[src/rtl/sobel_frame_ctrl_if.sv]
// sobel_frame_ctrl_if: pixel-memory read port, filter stream and tagged-result bus of the frame sequencer
interface sobel_frame_ctrl_if #(
    parameter int WIDTH      = 64,
    parameter int HEIGHT     = 64,
    parameter int DATA_WIDTH = 8,
    parameter int GRAD_WIDTH = 11,
    parameter int ADDR_WIDTH = $clog2(WIDTH*HEIGHT)
);
    logic                      mem_rd_en;
    logic [ADDR_WIDTH-1:0]     mem_addr;
    logic [DATA_WIDTH-1:0]     mem_rdata;
    logic                      flt_recv_data;
    logic [DATA_WIDTH-1:0]     flt_pixel;
    logic [GRAD_WIDTH-1:0]     flt_gradient;
    logic                      flt_gradient_valid;
    logic                      out_valid;
    logic [GRAD_WIDTH-1:0]     out_data;
    logic [$clog2(WIDTH)-1:0]  out_col;
    logic [$clog2(HEIGHT)-1:0] out_row;

    modport master (
        output mem_rd_en, mem_addr, flt_recv_data, flt_pixel, out_valid, out_data, out_col, out_row,
        input  mem_rdata, flt_gradient, flt_gradient_valid
    );
    modport slave (
        input  mem_rd_en, mem_addr, flt_recv_data, flt_pixel, out_valid, out_data, out_col, out_row,
        output mem_rdata, flt_gradient, flt_gradient_valid
    );
endinterface

[src/rtl/sobel_frame_ctrl.sv]
// sobel_frame_ctrl: streams one frame into sobel_filter and tags/counts its results; THRESHOLD_EN adds edge flagging
module sobel_frame_ctrl #(
    parameter int WIDTH      = 64,
    parameter int HEIGHT     = 64,
    parameter int DATA_WIDTH = 8,
    parameter int GRAD_WIDTH = 11,
    parameter int DRAIN_MAX  = 256,
    parameter int ADDR_WIDTH = $clog2(WIDTH*HEIGHT)
) (
    input  logic                           clk,
    input  logic                           rst,
    input  logic                           start,
    input  logic                           pause,
    sobel_frame_ctrl_if.master             bus,
`ifdef THRESHOLD_EN
    input  logic [GRAD_WIDTH-1:0]          threshold,
    output logic                           out_edge,
    output logic [$clog2(WIDTH*HEIGHT):0]  edge_cnt,
`endif
    output logic [$clog2(WIDTH*HEIGHT):0]  grad_cnt,
    output logic                           busy,
    output logic                           done,
    output logic                           err_timeout
);
    localparam int CW = $clog2(WIDTH*HEIGHT) + 1;
    localparam int XW = $clog2(WIDTH);
    localparam int YW = $clog2(HEIGHT);
    localparam int IW = $clog2(DRAIN_MAX + 1);
    localparam logic [ADDR_WIDTH-1:0] LAST = ADDR_WIDTH'(WIDTH*HEIGHT - 1);
    localparam logic [CW-1:0]         NRES = CW'((WIDTH-2)*(HEIGHT-2));
    localparam logic [XW-1:0]         XMAX = XW'(WIDTH - 2);
    localparam logic [IW-1:0]         DMAX = IW'(DRAIN_MAX);

    typedef enum logic [1:0] {IDLE, FETCH, DRAIN} state_t;

    state_t                state_q, state_d;
    logic [ADDR_WIDTH-1:0] addr_q, addr_d;
    logic                  rd1_q, rd1_d, recv_q, recv_d;
    logic [DATA_WIDTH-1:0] pix_q, pix_d;
    logic                  ov_q, ov_d;
    logic [GRAD_WIDTH-1:0] od_q, od_d;
    logic [XW-1:0]         col_q, col_d, ocol_q, ocol_d;
    logic [YW-1:0]         row_q, row_d, orow_q, orow_d;
    logic [CW-1:0]         cnt_q, cnt_d;
    logic [IW-1:0]         idle_q, idle_d;
    logic                  done_q, done_d, err_q, err_d;
    logic                  rd_en, go, acc, wrap, fin;

    assign rd_en = state_q == FETCH && !pause;
    assign go    = state_q == IDLE && start;
    // results beyond the expected count are dropped so grad_cnt never overshoots
    assign acc   = state_q != IDLE && bus.flt_gradient_valid && cnt_q != NRES;
    assign wrap  = col_q == XMAX;

    always_comb begin
        rd1_d   = rd_en;
        recv_d  = rd1_q;
        pix_d   = rd1_q ? bus.mem_rdata : pix_q;
        addr_d  = go ? '0 : (rd_en && addr_q != LAST) ? addr_q + ADDR_WIDTH'(1) : addr_q;
        cnt_d   = go ? '0 : cnt_q + CW'(acc);
        col_d   = go ? XW'(1) : acc ? (wrap ? XW'(1) : col_q + XW'(1)) : col_q;
        row_d   = go ? YW'(1) : row_q + YW'(acc && wrap);
        ov_d    = acc;
        od_d    = acc ? bus.flt_gradient : od_q;
        ocol_d  = acc ? col_q : ocol_q;
        orow_d  = acc ? row_q : orow_q;
        idle_d  = (state_q == DRAIN && !bus.flt_gradient_valid) ? idle_q + IW'(1) : '0;
        // completion looks at the post-update count so the last result and done can share a cycle
        fin     = state_q == DRAIN && (cnt_d == NRES || idle_d == DMAX);
        done_d  = fin;
        err_d   = go ? 1'b0 : err_q || (fin && cnt_d != NRES);
        state_d = go ? FETCH : (rd_en && addr_q == LAST) ? DRAIN : fin ? IDLE : state_q;
    end

    always_ff @(posedge clk or negedge rst) begin
        if (!rst) begin
            state_q <= IDLE;
            addr_q  <= '0;
            rd1_q   <= 1'b0;
            recv_q  <= 1'b0;
            pix_q   <= '0;
            ov_q    <= 1'b0;
            od_q    <= '0;
            col_q   <= '0;
            row_q   <= '0;
            ocol_q  <= '0;
            orow_q  <= '0;
            cnt_q   <= '0;
            idle_q  <= '0;
            done_q  <= 1'b0;
            err_q   <= 1'b0;
        end else begin
            state_q <= state_d;
            addr_q  <= addr_d;
            rd1_q   <= rd1_d;
            recv_q  <= recv_d;
            pix_q   <= pix_d;
            ov_q    <= ov_d;
            od_q    <= od_d;
            col_q   <= col_d;
            row_q   <= row_d;
            ocol_q  <= ocol_d;
            orow_q  <= orow_d;
            cnt_q   <= cnt_d;
            idle_q  <= idle_d;
            done_q  <= done_d;
            err_q   <= err_d;
        end
    end

`ifdef THRESHOLD_EN
    logic [GRAD_WIDTH-1:0] thr_q, thr_d;
    logic                  edge_q, edge_d, hit;
    logic [CW-1:0]         ecnt_q, ecnt_d;

    assign hit = bus.flt_gradient >= thr_q;

    always_comb begin
        thr_d  = go ? threshold : thr_q;
        edge_d = acc ? hit : edge_q;
        ecnt_d = go ? '0 : ecnt_q + CW'(acc && hit);
    end

    always_ff @(posedge clk or negedge rst) begin
        if (!rst) begin
            thr_q  <= '0;
            edge_q <= 1'b0;
            ecnt_q <= '0;
        end else begin
            thr_q  <= thr_d;
            edge_q <= edge_d;
            ecnt_q <= ecnt_d;
        end
    end

    assign out_edge = edge_q;
    assign edge_cnt = ecnt_q;
`endif

    assign bus.mem_rd_en     = rd_en;
    assign bus.mem_addr      = addr_q;
    assign bus.flt_recv_data = recv_q;
    assign bus.flt_pixel     = pix_q;
    assign bus.out_valid     = ov_q;
    assign bus.out_data      = od_q;
    assign bus.out_col       = ocol_q;
    assign bus.out_row       = orow_q;
    assign grad_cnt          = cnt_q;
    assign busy              = state_q != IDLE;
    assign done              = done_q;
    assign err_timeout       = err_q;
endmodule

[src/flat_wrapper.sv]
// flat-port wrapper written by rule: the top's interface ports become plain ports
module sobel_frame_ctrl_flat 
#(
    parameter int WIDTH      = 64,
    parameter int HEIGHT     = 64,
    parameter int DATA_WIDTH = 8,
    parameter int GRAD_WIDTH = 11,
    parameter int DRAIN_MAX  = 256,
    parameter int ADDR_WIDTH = $clog2(WIDTH*HEIGHT)
)
  (clk, rst, start, pause, grad_cnt, busy, done, err_timeout, bus_mem_rd_en, bus_mem_addr, bus_flt_recv_data, bus_flt_pixel, bus_out_valid, bus_out_data, bus_out_col, bus_out_row, bus_mem_rdata, bus_flt_gradient, bus_flt_gradient_valid);
  sobel_frame_ctrl_if #(.WIDTH(WIDTH), .HEIGHT(HEIGHT), .DATA_WIDTH(DATA_WIDTH), .GRAD_WIDTH(GRAD_WIDTH), .ADDR_WIDTH(ADDR_WIDTH)) bus_i ();
  input  logic clk;
  input  logic rst;
  input  logic start;
  input  logic pause;
  output logic [$clog2(WIDTH*HEIGHT):0] grad_cnt;
  output logic busy;
  output logic done;
  output logic err_timeout;
  output wire logic [$bits(bus_i.mem_rd_en)-1:0] bus_mem_rd_en;
  output wire logic [$bits(bus_i.mem_addr)-1:0] bus_mem_addr;
  output wire logic [$bits(bus_i.flt_recv_data)-1:0] bus_flt_recv_data;
  output wire logic [$bits(bus_i.flt_pixel)-1:0] bus_flt_pixel;
  output wire logic [$bits(bus_i.out_valid)-1:0] bus_out_valid;
  output wire logic [$bits(bus_i.out_data)-1:0] bus_out_data;
  output wire logic [$bits(bus_i.out_col)-1:0] bus_out_col;
  output wire logic [$bits(bus_i.out_row)-1:0] bus_out_row;
  input wire logic [$bits(bus_i.mem_rdata)-1:0] bus_mem_rdata;
  input wire logic [$bits(bus_i.flt_gradient)-1:0] bus_flt_gradient;
  input wire logic [$bits(bus_i.flt_gradient_valid)-1:0] bus_flt_gradient_valid;
  assign bus_mem_rd_en = bus_i.mem_rd_en;
  assign bus_mem_addr = bus_i.mem_addr;
  assign bus_flt_recv_data = bus_i.flt_recv_data;
  assign bus_flt_pixel = bus_i.flt_pixel;
  assign bus_out_valid = bus_i.out_valid;
  assign bus_out_data = bus_i.out_data;
  assign bus_out_col = bus_i.out_col;
  assign bus_out_row = bus_i.out_row;
  assign bus_i.mem_rdata = bus_mem_rdata;
  assign bus_i.flt_gradient = bus_flt_gradient;
  assign bus_i.flt_gradient_valid = bus_flt_gradient_valid;
  sobel_frame_ctrl #(.WIDTH(WIDTH), .HEIGHT(HEIGHT), .DATA_WIDTH(DATA_WIDTH), .GRAD_WIDTH(GRAD_WIDTH), .DRAIN_MAX(DRAIN_MAX), .ADDR_WIDTH(ADDR_WIDTH)) u_core (.clk(clk), .rst(rst), .start(start), .pause(pause), .bus(bus_i), .grad_cnt(grad_cnt), .busy(busy), .done(done), .err_timeout(err_timeout));
endmodule
[config.mk]
export PLATFORM = sky130hd
export DESIGN_NAME = sobel_frame_ctrl_flat
export DESIGN_NICKNAME = d
export VERILOG_FILES = /design/src/rtl/sobel_frame_ctrl_if.sv /design/src/rtl/sobel_frame_ctrl.sv /design/src/flat_wrapper.sv
export SDC_FILE = /design/constraint.sdc
export NUM_CORES = 1
export LEC_CHECK = 0
export BUFFER_PORTS_ARGS = -buffer_cell sky130_fd_sc_hd__buf_4
export CORE_MARGIN = 2
export CORE_UTILIZATION = 45
export DETAILED_ROUTE_END_ITERATION = 12
export GPL_TIMING_DRIVEN = 0
export PLACE_DENSITY = 0.69
export SLEW_MARGIN = 20
export SYNTH_ARGS = -nofsm -noshare
export SYNTH_HDL_FRONTEND = slang
export SYNTH_SLANG_ARGS = --single-unit
[constraint.sdc]
create_clock -name clk -period 4.5 [get_ports clk]
set_input_delay 0.225 -clock clk [delete_from_list [all_inputs] [get_ports clk]]
set_output_delay 0.225 -clock clk [all_outputs]
set_load 0.005 [all_outputs]
=== Word level (Yosys, flattened, before mapping) ===
Index checks and enable logic that the tools add are counted.

* Bits in registers: 84
* Latch bits: 0
* Bits in writable memories: 0
* Bits in read-only memories: 0
* Input port bits: 24
* Output and inout bits: 62
* Word-level logic and storage cells: 60
* Memories: 0

* Add/subtract/negate cells: 5
* Multiply operators: 0
* Divide/modulo/power cells: 0
* Order comparisons: 0
* Equality and inequality tests: 9
* Shifts and indexed selects: 0
* Muxes and demuxes: 12
* Bitwise operators: 0
* Reduce and logical (&&, ||, !) cells: 19

{| class="wikitable"
|+ Operators by type and width
! kind !! number
|-
| $ne 13x12->1 const B || 2
|-
| $mux 12 || 2
|-
| $mux 6 || 4
|-
| $add 13x1->13 || 1
|-
| $eq 13x12->1 const B || 1
|-
| $mux 13 || 1
|-
| $add 12x1->12 const B || 1
|-
| $eq 12x12->1 const B || 1
|-
| $ne 12x12->1 const B || 1
|-
| $logic_and 1x1->1 || 10
|-
| $add 9x1->9 const B || 1
|-
| $eq 9x9->1 const B || 1
|-
| $mux 9 || 1
|-
| $add 6x1->6 || 1
|-
| $add 6x1->6 const B || 1
|-
| $eq 6x6->1 const B || 1
|-
| $mux 2 || 3
|-
| $reduce_bool 2->1 || 3
|-
| $reduce_bool 3->1 || 1
|-
| $eq 2x1->1 const B || 1
|-
| $eq 2x2->1 const B || 1
|-
| $logic_not 1->1 || 2
|-
| $logic_not 2->1 || 1
|-
| $logic_or 1x1->1 || 2
|-
| $mux 1 || 1
|}

=== Logic depth before layout (Yosys ltp) ===
* Depth after elaboration: 11
* Gate-level depth with buffers: 13
* Gate-level depth less buffers: 12

=== Worst setup path before layout ===
OpenSTA, ideal clock, no wires.

* Kind: register -> register
* Start point: register u_core.cnt_q[6], in the netlist u_core.grad_cnt[6]
* End point: register u_core.state_q[1]
* Library setup time: 0.121 ns
* Arrival time: 3.144 ns
* Required time: 4.379 ns
* Path slack: 1.235 ns
* Cell stages (with the launch flop): 13
* Buffers on the path: 2
* Clock period less this slack: 3.265 ns
* Cell sequence: dfrtp_1 -> clkbuf_1 -> nor4_1 -> a31oi_1 -> clkbuf_1 -> ha_1 -> ha_1 -> or4_1 -> nor3_1 -> o221a_1 -> o21ai_1 -> o211a_1 -> o22a_1

* Longest elaborated chain between the ends: 8

{| class="wikitable"
|+ Ends and longest elaborated chain
! what !! line !! text
|-
| start, declared || sobel_frame_ctrl.sv:44 || <nowiki>logic [CW-1:0] cnt_q, cnt_d;</nowiki>
|-
| start signal, assigned || sobel_frame_ctrl.sv:104 || <nowiki>cnt_q <= cnt_d;</nowiki>
|-
| $ne 13x12->1 || sobel_frame_ctrl.sv:52 || <nowiki>assign acc = state_q != IDLE && bus.flt_gradient_valid && cnt_q != NRES;</nowiki>
|-
| $logic_and 1x1->1 || sobel_frame_ctrl.sv:52 ||
|-
| net u_core.acc || sobel_frame_ctrl.sv:47 || <nowiki>logic rd_en, go, acc, wrap, fin;</nowiki>
|-
| $add 13x1->13 || sobel_frame_ctrl.sv:60 || <nowiki>cnt_d = go ? '0 : cnt_q + CW'(acc);</nowiki>
|-
| $mux 13 || sobel_frame_ctrl.sv:60 ||
|-
| $eq 13x12->1 || sobel_frame_ctrl.sv:69 || <nowiki>fin = state_q == DRAIN && (cnt_d == NRES || idle_d == DMAX);</nowiki>
|-
| $logic_or 1x1->1 || sobel_frame_ctrl.sv:69 ||
|-
| $logic_and 1x1->1 || sobel_frame_ctrl.sv:69 ||
|-
| $reduce_bool 3->1 (no line) || - ||
|-
| end signal, assigned || sobel_frame_ctrl.sv:93 || <nowiki>state_q <= state_d;</nowiki>
|-
| end, declared || sobel_frame_ctrl.sv:36 || <nowiki>state_t state_q, state_d;</nowiki>
|}

The timed path passes the listed nets, and every way through them passes these cells.
A chain may end at the register's enable or synchronous reset.

=== Worst setup path after layout ===
Same ends and word-level chain as after synthesis.

==> summary.md <==
| Metric | Value |
|---|---|
| Main synth FF type | `dfrtp_1` |
| Nets | `469` |
| Worst-margin pin slew | `0.8747 ns` |
| Htree depth | `3` |
| Static leakage | `0.002285 uW` |
| Peak supply drop | `285.1 uV` |
| Max Clock Freq | `about 0.26 GHz` |
| CTS sink cnt | `84` |
| Setup_tns | `0 ns` |
| Global Route Usage Sum | `~18%` |
| Syn Area/Cell | `approximately 11 sq um` |
| Asr flop ratio synth | `100.0%` |
| Critical path cell sequence | `clkbuf_1, nor4_1, a31oi_1, clkbuf_1, ha_1, ha_1, or4_1, nor3_1, o221a_1, o21ai_1, o211a_1, o22a_1` |
| Final instance area | `4855 sq um` |
| Crit-path max FO | `11` |
| Post-Synthesis Cell Area | `3840 sq um` |
| Crit end category | `register` |
| Num rows | `33` |
| WP data required | `around 4.8 ns` |
| Antenna Cells | `0` |
| # Max-Cap Violations | `0` |
| Share of cells above drive strength 1 | `a little over a quarter` |
| Area Overhead vs Synth | `26.43%` |
| Core Region | `between 8000 and 9000 sq um` |
| Slowest cell delay on critical path | `0.61 ns` |
| Die area | `approximately 9300 sq um` |
| Register area | `around 2100 sq um` |
| Initial core utilization | `46.50%` |
| Vias in the first global route | `2,791` |
| CP max-delay cell | `a31oi_1` |
| Synth top area share | `between 50% and 60%` |
| Clk root buf | `clkbuf_8` |
| CP delay by family, top | `compound AO/OA/AOI/OAI gates` |
| Setup Viol. Count Final | `0` |
| Clock latency on the worst-skew pair | `0.36 ns` |
| Clock Tree Buf Depth | `2` |
| Setup WS pre-CTS | `around 0.62 ns` |
| Post-layout min period | `3.874 ns` |
| Most frequent cell after synthesis | `dfrtp_1` |
| Die Width | `just under 100 um` |
| Pwr Total | `2051 uW` |
| Initial antenna violation count | `0` |
| Final wirelength | `8128 um` |
| Worst setup margin | `about 0.63 ns` |
| DRC | `0` |
| Worst setup SP type | `register` |
| DRT Pass-1 Iters | `4` |
| Die H | `96.38 um` |
| Largest net degree at the start of global routing | `85` |
| Outcome | `finished clean` |
| CP Buf/Inv Count | `2` |
| Slew Limit Headroom | `41.56%` |
| Vias per inst | `5.244` |
| Postcts setup bufs | `0` |
| Synth area leader | `dfrtp_1` |
| WL/cell | `around 15 um` |
| Placed Area | `between 4000 and 5000 sq um` |
| ANT nets after route | `0` |
| First-pass GRT wire length | `about 13,000 um` |
| Vias | `~2.9k` |
| Grt total ovfl | `0` |
| Hpwl dp | `5687 um` |
| Hold crit path type | `input pin to register` |
| Max-slew violations | `0` |
| Cts bufs inserted | `9` |
| Yosys reg bits | `84` |
| Clock-pin transition on the worst setup and hold timing paths | `roughly 0.10 ns` |
| Count of input and output buffers | `85` |
| CTS tree | `yes` |
| Synth top area cells | `dfrtp_1 (55%), mux2_1 (5.9%), nor2_1 (4.1%)` |
| Post-synth EDFFs | `0` |
| Multi-input gate area | `~1700 sq um` |
| Seq/Total Area, Yosys | `54.74%` |
| Power per cell area | `422.5 nW/um^2` |
| Initial DRC count | `145` |
| Worst Clk Skew | `0.01469 ns` |
| Mapped Cells | `339` |
| Post-synth top cells | `dfrtp_1 (84), nor2_1 (42), mux2_1 (20), nand2_1 (20), nand3_1 (17)` |
| Worst Path Arrival | `4.12 ns` |
| Distinct cells, synth | `51` |
| RSZ-0062 raised after global routing | `false` |
| RD Place Congestion | `0.8391` |
| Syn_nets | `372` |
| Worst Path Class, Setup | `register to register` |
| Fin. Hold Viols | `0` |
| Synth warn | `0` |
| Filler cells | `roughly 720` |
| Period Utilization, post-route | `between 80% and 90%` |
| IO Pins | `86` |
==> final cells by class <==
class / instances / share of cell area [%]
Inverter: 9 / 0.6959
Tap cell: 105 / 2.706
Clock buffer: 10 / 2.835
Sequential cell: 84 / 43.30
Multi-Input combinational cell: 236 / 34.28
Clock inverter: 6 / 1.933
Timing Repair Buffer: 86 / 13.43
Buffer: 10 / 0.8247
==> repair_timing <==
item / in CTS / in global routing
hold endpoints to repair: 0 / 47
hold buffers: 0 / 1
gates resized for setup: 0 / 0
==> cells by family (layout without fill, tap and decap cells) <==
family,count (synthesis),after routing,synth area share (%)
AND/OR/NAND/NOR,129,129,17.60
multiplexers,33,33,9.612
adder cells (fa/ha/maj),9,9,2.933
XOR/XNOR,28,28,6.386
buffers and inverters,19,121,1.922
flip-flops,84,84,54.74
AO/OA/AOI/OAI,37,37,6.810
==> worst paths after layout <==
check                                     from  slack, ns                        to  cells after the start
min in group asynchronous                  rst       0.46        u_core.grad_cnt[7]                      2
min reg2reg                       u_core.rd1_q       0.39  u_core.bus.flt_recv_data                      0
max                         u_core.grad_cnt[6]       0.63         u_core.state_q[1]                     12
max reg2reg                 u_core.grad_cnt[6]       0.63         u_core.state_q[1]                     12
min                        bus_flt_gradient[3]       0.08    u_core.bus.out_data[3]                      2
max in group asynchronous                  rst       3.48     u_core.bus.out_col[1]                      2
==> per-stage QoR <==
stage	std cells	hold slack, ns	utilization (%)
5_1_grt	546	0.07107	58.79
3_5_place_dp	529	0.3581	55.82
2_1_floorplan	339	-0.07059	-
3_3_place_gp	529	0.3613	55.82
6_report	546	0.07820	58.79
4_1_cts	545	0.06533	58.62
==> routing by layer <==
layer  vias up  global-route usage [%]  wire length (um)
met5         -                       0                 0
met4         0                   9.507               195
met3        17                   3.258               345
met2        65                   28.99              4028
met1      1391                   24.09              3559
li1       1390                       -                 -
==> flip-flops by register name, indices dropped and copies added, names as in the netlist <==
register / flops
u_core.bus.out_data: 11
u_core.col_q: 6
u_core.bus.out_col: 6
u_core.bus.flt_pixel: 8
u_core.state_q: 2
u_core.bus.mem_addr: 12
u_core.grad_cnt: 13
u_core.err_timeout: 1
u_core.done: 1
u_core.bus.out_valid: 1
u_core.bus.flt_recv_data: 1
u_core.rd1_q: 1
u_core.idle_q: 9
u_core.row_q: 6
u_core.bus.out_row: 6
==> worst register-to-register path, stage by stage, from the launching register on <==
cell and delay [ns]:
dfrtp_1 0.35, clkbuf_1 0.31, nor4_1 0.14, a31oi_1 0.61, clkbuf_1 0.42, ha_1 0.37, ha_1 0.28, or4_1 0.39
nor3_1 0.15, o221a_1 0.19, o21ai_1 0.11, o211a_1 0.25, o22a_1 0.19
==> cell usage in the layout, fill, tap and decap left out, types with 3 or more instances in the layout <==
master / n
a311oi_1: 4
clkbuf_8: 10
nand2_1: 20
o21a_1: 4
ha_1: 9
nor2_1: 42
inv_1: 9
dfrtp_1: 84
o21ai_0: 3
a21oi_1: 8
nor3b_1: 5
clkbuf_1: 7
nand3_1: 17
or3_1: 4
o21ai_1: 3
inv_6: 3
nor2b_1: 4
mux2_1: 20
nand4_1: 9
xnor2_1: 12
buf_4: 84
mux2_2: 11
nor3_1: 7
xor2_1: 16
==> power breakdown <==
part	switching (uW)	internal [uW]
registers	133	867
clock network	285	334
logic	186	246
Power figures use the tool's default switching activity.
